File: src/rtl/booth_rr_scheduler.sv
// booth_rr_scheduler: time-shares one booth_fsm multiplier between NUM_REQ
// valid/ready requesters with round-robin arbitration and a private result return.
module booth_rr_scheduler #(
    parameter int DATA_WIDTH = 32,
    parameter int NUM_REQ    = 4,
    parameter int ID_W       = $clog2(NUM_REQ)
) (
    input  logic                          clk,
    input  logic                          reset,
    input  logic [NUM_REQ-1:0]            req_valid,
    output logic [NUM_REQ-1:0]            req_ready,
    input  logic [NUM_REQ*DATA_WIDTH-1:0] req_m,
    input  logic [NUM_REQ*DATA_WIDTH-1:0] req_r,
    output logic [NUM_REQ-1:0]            rsp_valid,
    input  logic [NUM_REQ-1:0]            rsp_ready,
    output logic [2*DATA_WIDTH-1:0]       rsp_product,
    output logic                          mul_load,
    output logic [DATA_WIDTH-1:0]         mul_m,
    output logic [DATA_WIDTH-1:0]         mul_r,
    input  logic [2*DATA_WIDTH-1:0]       mul_product,
    input  logic                          mul_done,
    output logic                          busy,
    output logic [ID_W-1:0]               grant_id,
    output logic [15:0]                   last_latency
);

    typedef enum logic [2:0] {IDLE, ISSUE, WAIT_START, WAIT_DONE, RESPOND} state_t;

    state_t                  state_reg, state_next;
    logic [ID_W-1:0]         ptr_reg;
    logic [ID_W-1:0]         grant_id_reg;
    logic [ID_W-1:0]         winner;
    logic                    found;
    logic                    accept;
    logic                    rsp_fire;
    logic [DATA_WIDTH-1:0]   m_reg, r_reg;
    logic [DATA_WIDTH-1:0]   m_arr [NUM_REQ];
    logic [DATA_WIDTH-1:0]   r_arr [NUM_REQ];
    logic [2*DATA_WIDTH-1:0] product_reg;
    logic [15:0]             cnt_reg;
    logic [15:0]             last_latency_reg;

    // Search starts just after the last owner, so the previous winner has lowest priority.
    always_comb begin
        winner = '0;
        found  = 1'b0;
        for (int k = 1; k <= NUM_REQ; k++) begin
            if (!found && req_valid[ID_W'((int'(ptr_reg) + k) % NUM_REQ)]) begin
                found  = 1'b1;
                winner = ID_W'((int'(ptr_reg) + k) % NUM_REQ);
            end
        end
    end

    assign accept   = (state_reg == IDLE) && found && mul_done && !reset;
    assign rsp_fire = (state_reg == RESPOND) && rsp_ready[grant_id_reg];

    genvar gi;
    generate
        for (gi = 0; gi < NUM_REQ; gi++) begin : g_port
            assign m_arr[gi]     = req_m[gi*DATA_WIDTH +: DATA_WIDTH];
            assign r_arr[gi]     = req_r[gi*DATA_WIDTH +: DATA_WIDTH];
            assign req_ready[gi] = accept && (winner == ID_W'(gi));
            assign rsp_valid[gi] = (state_reg == RESPOND) && (grant_id_reg == ID_W'(gi));
        end
    endgenerate

    always_comb begin
        state_next = state_reg;
        case (state_reg)
            IDLE:       if (accept)    state_next = ISSUE;
            ISSUE:                     state_next = WAIT_START;
            WAIT_START: if (!mul_done) state_next = WAIT_DONE;
            WAIT_DONE:  if (mul_done)  state_next = RESPOND;
            RESPOND:    if (rsp_fire)  state_next = IDLE;
            default:                   state_next = IDLE;
        endcase
    end

    always_ff @(posedge clk) begin
        if (reset) begin
            state_reg        <= IDLE;
            ptr_reg          <= ID_W'(NUM_REQ - 1);
            grant_id_reg     <= '0;
            m_reg            <= '0;
            r_reg            <= '0;
            product_reg      <= '0;
            cnt_reg          <= '0;
            last_latency_reg <= '0;
        end else begin
            state_reg <= state_next;
            if (accept) begin
                m_reg        <= m_arr[winner];
                r_reg        <= r_arr[winner];
                grant_id_reg <= winner;
                ptr_reg      <= winner;
            end
            // The ISSUE cycle itself counts as one, so last_latency = ISSUE-to-done distance.
            if (state_reg == ISSUE) begin
                cnt_reg <= 16'd1;
            end else if ((state_reg == WAIT_START || state_reg == WAIT_DONE) && cnt_reg != 16'hFFFF) begin
                cnt_reg <= cnt_reg + 16'd1;
            end
            if (state_reg == WAIT_DONE && mul_done) begin
                product_reg      <= mul_product;
                last_latency_reg <= cnt_reg;
            end
        end
    end

    assign mul_load     = (state_reg == ISSUE);
    assign mul_m        = m_reg;
    assign mul_r        = r_reg;
    assign busy         = (state_reg != IDLE);
    assign grant_id     = grant_id_reg;
    assign rsp_product  = product_reg;
    assign last_latency = last_latency_reg;

endmodule

File: config.mk
export PLATFORM = sky130hd
export DESIGN_NAME = booth_rr_scheduler
export DESIGN_NICKNAME = d
export VERILOG_FILES = /design/src/rtl/booth_rr_scheduler.sv
export SDC_FILE = /design/constraint.sdc
export NUM_CORES = 1
export LEC_CHECK = 0
export ABC_AREA = 0
export CAP_MARGIN = 20
export CORE_AREA = 4 4 189 191
export CTS_BUF_LIST = sky130_fd_sc_hd__clkbuf_8
export DETAILED_ROUTE_END_ITERATION = 16
export DIE_AREA = 0 0 193 195
export PLACE_DENSITY = 0.63
export SETUP_SLACK_MARGIN = 0.5
export SLEW_MARGIN = 5
export SYNTH_ARGS = -nofsm -noshare
export SYNTH_HDL_FRONTEND = slang
export SYNTH_SLANG_ARGS = --single-unit
File: constraint.sdc
create_clock -name clk -period 2.5 [get_ports clk]
set_input_delay 0.375 -clock clk [delete_from_list [all_inputs] [get_ports clk]]
set_output_delay 0.375 -clock clk [all_outputs]
set_load 0.03 [all_outputs]
* After elaboration in Yosys (flattened, before gate mapping)
Index checks and enable logic that the tools add are counted.
** Operators by class
- Add/subtract/negate cells :: 5
- Magnitude comparators :: 6
- Eq/ne operators :: 15
- Multiplexer cells :: 35
- Bitwise operators :: 1
- Reductions and logical operators :: 29
** Operator list (number)
- binary-select mux 32 bit (select 2 bit) :: 2
- 2-to-1 mux 32 bit :: 4
- logical AND 1 bit :: 17
- adder 16 x 1 -> 16 bit (second input constant) :: 1
- less-than comparator 2 x 4 -> 1 bit (second input constant) :: 4
- inequality test 16 bit (second input constant) :: 1
- 2-to-1 mux 1 bit :: 15
- case mux 3 bit (5 select lines) :: 1
- 2-to-1 mux 3 bit :: 4
- binary-select mux 1 bit (select 2 bit) :: 5
- == test 2 bit (second input constant) :: 4
- 2-to-1 mux 2 bit :: 4
- inequality test 2 bit (second input constant) :: 4
- == test 3 x 2 -> 1 bit (second input constant) :: 2
- adder 2 x 1 -> 2 bit (second input constant) :: 2
- adder 2 bit (second input constant) :: 2
- == test 2 x 1 -> 1 bit (second input constant) :: 2
- logical NOT 1 bit :: 4
- logical NOT 2 bit :: 2
- AND reduction 4 bit :: 1
- == test 3 x 1 -> 1 bit (second input constant) :: 1
- == test 3 bit (second input constant) :: 1
- greater-or-equal comparator 3 bit (second input constant) :: 1
- logical NOT 3 bit :: 1
- 6 further kinds :: 6
** Word-level totals
- Bits in registers :: 167
- Input port bits :: 331
- Logic and storage cells :: 100

* Depth between registers and ports, before layout
- Depth in word-level cells :: 19
- Gate-level depth with buffers :: 7

* Worst setup path after synthesis
No wires, ideal clock.
- Path kind :: input -> output
- From :: input req_valid[3]
- To :: output req_ready[0]
- Arrival :: 1.724 ns
- Slack :: 0.401 ns
- Cell stages on the path :: 5
- Cell sequence :: o21ai_0 > clkbuf_1 > clkbuf_1 > nand3_1 > nor2_1
** Between the ends
- Word-level cells in the longest chain between the ends :: 17
** RTL lines
- from (decl) :: line 10 : input logic [NUM_REQ-1:0] req_valid,
- binary-select mux 1 bit (select 2 bit) :: line 48 : if (!found && req_valid[ID_W'((int'(ptr_reg) + k) % NUM_REQ)]) begin
- 2-to-1 mux 1 bit (not written as such) (2 in series) :: line 48
- 2-to-1 mux 1 bit :: line 48
- logical NOT 1 bit :: line 48
- logical AND 1 bit :: line 48
- 2-to-1 mux 1 bit :: line 48
- logical NOT 1 bit :: line 48
- logical AND 1 bit :: line 48
- 2-to-1 mux 1 bit :: line 48
- logical NOT 1 bit :: line 48
- logical AND 1 bit :: line 48
- 2-to-1 mux 1 bit :: line 48
- logical AND 1 bit (3 in series) :: line 55 : assign accept = (state_reg == IDLE) && found && mul_done && !reset;
- logical AND 1 bit (*) :: line 63 : assign req_ready[gi] = accept && (winner == ID_W'(gi));
- to (decl) :: line 11 : output logic [NUM_REQ-1:0] req_ready,
Every way passes the cells marked *; elsewhere a longest branch is shown, timed or not. The select of a mux whose other input is x is not followed.

* Final worst setup path
- From :: input req_valid[3]
- To :: output req_ready[2]
Same word-level chain as after synthesis.

==> results.json <==
{
  "yosysSeqAreaShare": 0.409,
  "die_x_um": 193,
  "yosysTopAreaCellShare": 0.409,
  "ios": 487,
  "fill_cells": 3294,
  "cts.clk_slew.worst_paths_ns": 0.11,
  "cpMaxStageDelayCell": "clkdlybuf4s50_1",
  "ys.warnings.count": 0,
  "synth_top_cell_by_area": "dfxtp_1",
  "ant_nets": 0,
  "synthesis.area_mm2": 0.00817,
  "cp.required_ns": 2.12,
  "grt_max_degree": 90,
  "synth.avg_cell_area_um2": 8.56,
  "worst_clock_skew_ns": 0.0198,
  "p_switching_uw": 2400,
  "synth_edf_count": 0,
  "drtIter0Drc": 470,
  "gp_congestion": 0.915,
  "finalSetupViolCount": 0,
  "fin_crit_sh": 0.931,
  "worst_pin_slew_ns": 0.979,
  "synth_area_leaders": "dfxtp_1, a21oi_1, nand2_1, a221o_1, mux2_1",
  "grt_pass1_vias": 9615,
  "synth_flop_cell": "dfxtp_1",
  "slew_viol_final": 0,
  "dp_hpwl_um": 28300,
  "crit_arrival_ns": 1.95,
  "vdd_ir_drop_max_uv": 285,
  "syn2layout_area_growth_pct": 87.8,
  "clk_latency_ns": 0.47,
  "end_kind": "output port",
  "cts_buffer_depth": 2,
  "syn_inst": 954,
  "vias_per_cell": 5.00,
  "slowest_delay_ns": 0.53,
  "min_period_ns": 2.33,
  "grt_overflow": 0,
  "intPower_uw": 5000,
  "max_slew_margin": 0.348,
  "ys_types": 48,
  "drive_gt1_frac": 0.157,
  "finish.instance_area_mm2": 0.0153,
  "drv_cap": 0,
  "worst_slack_ns": 0.172,
  "swShare": 0.324,
  "first_pass_iters": 5,
  "avgRoutedWirePerCell_um": 20.5,
  "power_density_mw_per_mm2": 482,
  "die_h_um": 195,
  "hold_slack_ns": 0.429,
  "routed_wl_um": 39700,
  "grt_pass1_wl_um": 57200,
  "crit_chain": "clkdlybuf4s50_1 -> and2b_1 -> buf_4 -> nor2_2 -> or3_4 -> nor2_4 -> buf_6",
  "crit_type": "primary input to output port",
  "initial_core_util": 0.239,
  "rsz0062_at_grt": "true",
  "drc": 0,
  "hp-class": "primary input to register",
  "ctsHoldBuffers": 0,
  "timing.fmax_ghz": 0.429,
  "largest_reg_flops": 64,
  "area.sequential_mm2": 0.00335,
  "p_leak_uw": 0.00584,
  "synth.net_count": 1286,
  "cts.sinks": 167,
  "preCtsSetupSlack_ns": -0.147,
  "htreeDepth": 4,
  "final_common_cell": "clkdlybuf4s50_1",
  "critPathLaunchType": "primary input",
  "dpl_cell_area_mm2": 0.0139,
  "pwr-share-clk": 0.287,
  "layout_common_cells": "clkdlybuf4s50_1, nand2_1, dfxtp_1",
  "status": "finished, final reports clean",
  "core_mm2": 0.0341,
  "cts_buffers": 17,
  "combPwrFrac": 0.319,
  "cp_top_family": "buffers and inverters",
  "vias": 9687,
  "async_reset_ff_frac": 0,
  "io_buffers": 486,
  "ys_seq_elements": 167,
  "cp_num_buf_inv": 3,
  "die_area_mm2": 0.0376,
  "fin_nets": 1801,
  "tritoncts": "built",
  "multiInputGateArea_mm2": 0.00461,
  "root_buffer": "clkbuf_8",
  "grt_util_all_layers": 0.197,
  "seqPwrFrac": 0.394,
  "hold_viol": 0,
  "antenna_found_initial": 3,
  "path_max_fanout": 4,
  "placementRows": 68
}
-- timing repair --
action,4_1_cts,5_1_grt
cloned,10,0
setup endpoints to repair,81,93
resized for setup,100,51
setup buffers,30,6
pin swaps,61,21
-- power groups by stage --
stage | Sequential [µW] | Clock [µW] | Combinational, µW
6_report | 2920 | 2130 | 2360
2_1_floorplan | 3220 | 0 | 671
5_1_grt | 2930 | 2290 | 2480
3_5_place_dp | 2970 | 0 | 2090
3_3_place_gp | 2970 | 0 | 2080
4_1_cts | 2910 | 2210 | 2300
-- cell families after synthesis --
kind of cell	synth area share
adders and majority gates	0.00153
buffers and inverters	0.0564
xor gates and xnor gates	0.0107
muxes	0.0922
AOI/OAI and AO/OA	0.249
and+or+nand+nor	0.181
DFF	0.409
-- final cells by class --
type,instances,share of cell area
timing repair buffer,595,0.414
inverter,6,0.00147
sequential,167,0.218
antenna,2,0.000326
tap,455,0.0371
clock inverter,14,0.0115
clock buffer,18,0.0161
multi-input combinational,682,0.301
-- metrics by stage --
step                 util  TNS (ns)  total power, µW  cells
floorplan               -         0             3890    954
global placement    0.409     -2.41             5050   1859
detailed placement  0.409     -6.90             5060   1859
CTS                 0.444         0             7420   1931
global route        0.450         0             7700   1939
finish              0.450         0             7400   1939
-- worst paths after layout --
check / start / endpoint / slack, ns / cells past startpoint
setup / recovery: req_valid[3] / req_ready[2] / 0.17 / 7
hold / removal: reset / cnt_reg[6] / 0.43 / 3
setup reg to reg: state_reg[1] / mul_r[12] / 0.19 / 15
hold reg to reg: last_latency[2] / last_latency[2] / 0.46 / 2
-- synthesized netlist by cell type, types with 2 or more instances --
master      n
nand2_1   171
a211oi_2    2
xnor2_1     6
a31oi_1     2
nor2_1     21
mux2_1     44
xor2_1      4
and4_1      2
nand2b_1    4
inv_1       6
nor3_1      8
and3_1      3
nand4_1    67
o31ai_1    64
nand3_1     5
o211ai_1    3
nor3_4      2
a221o_1    64
a21oi_1   153
clkbuf_1   64
buf_6       5
o21ai_0     7
nor4_2      2
nor3b_1     3
a21o_1      2
dfxtp_1   167
mux2_2     20
buf_2      23
nor2b_1     4
buf_1       7
or4_1       2
-- routing by layer --
layer | wire, µm | up-vias | track usage
li1 | - | 4586 | -
met1 | 15500 | 4605 | 0.233
met2 | 19600 | 440 | 0.340
met3 | 3550 | 54 | 0.0536
met4 | 1030 | 2 | 0.0700
met5 | 13 | - | 0
-- worst reg2reg max path, cell delays in order, from the launching register on --
cell and delay, ns:
dfxtp_2 0.34, buf_6 0.12, nor3_4 0.26, nand2_2 0.12
buf_6 0.14, buf_6 0.10, buf_6 0.11, buf_6 0.10
buf_6 0.10, buf_6 0.11, nor3_4 0.15, buf_12 0.17
buf_8 0.12, buf_12 0.10, buf_16 0.11, a221o_1 0.13
Note: power is estimated with default switching activity, not from simulation.
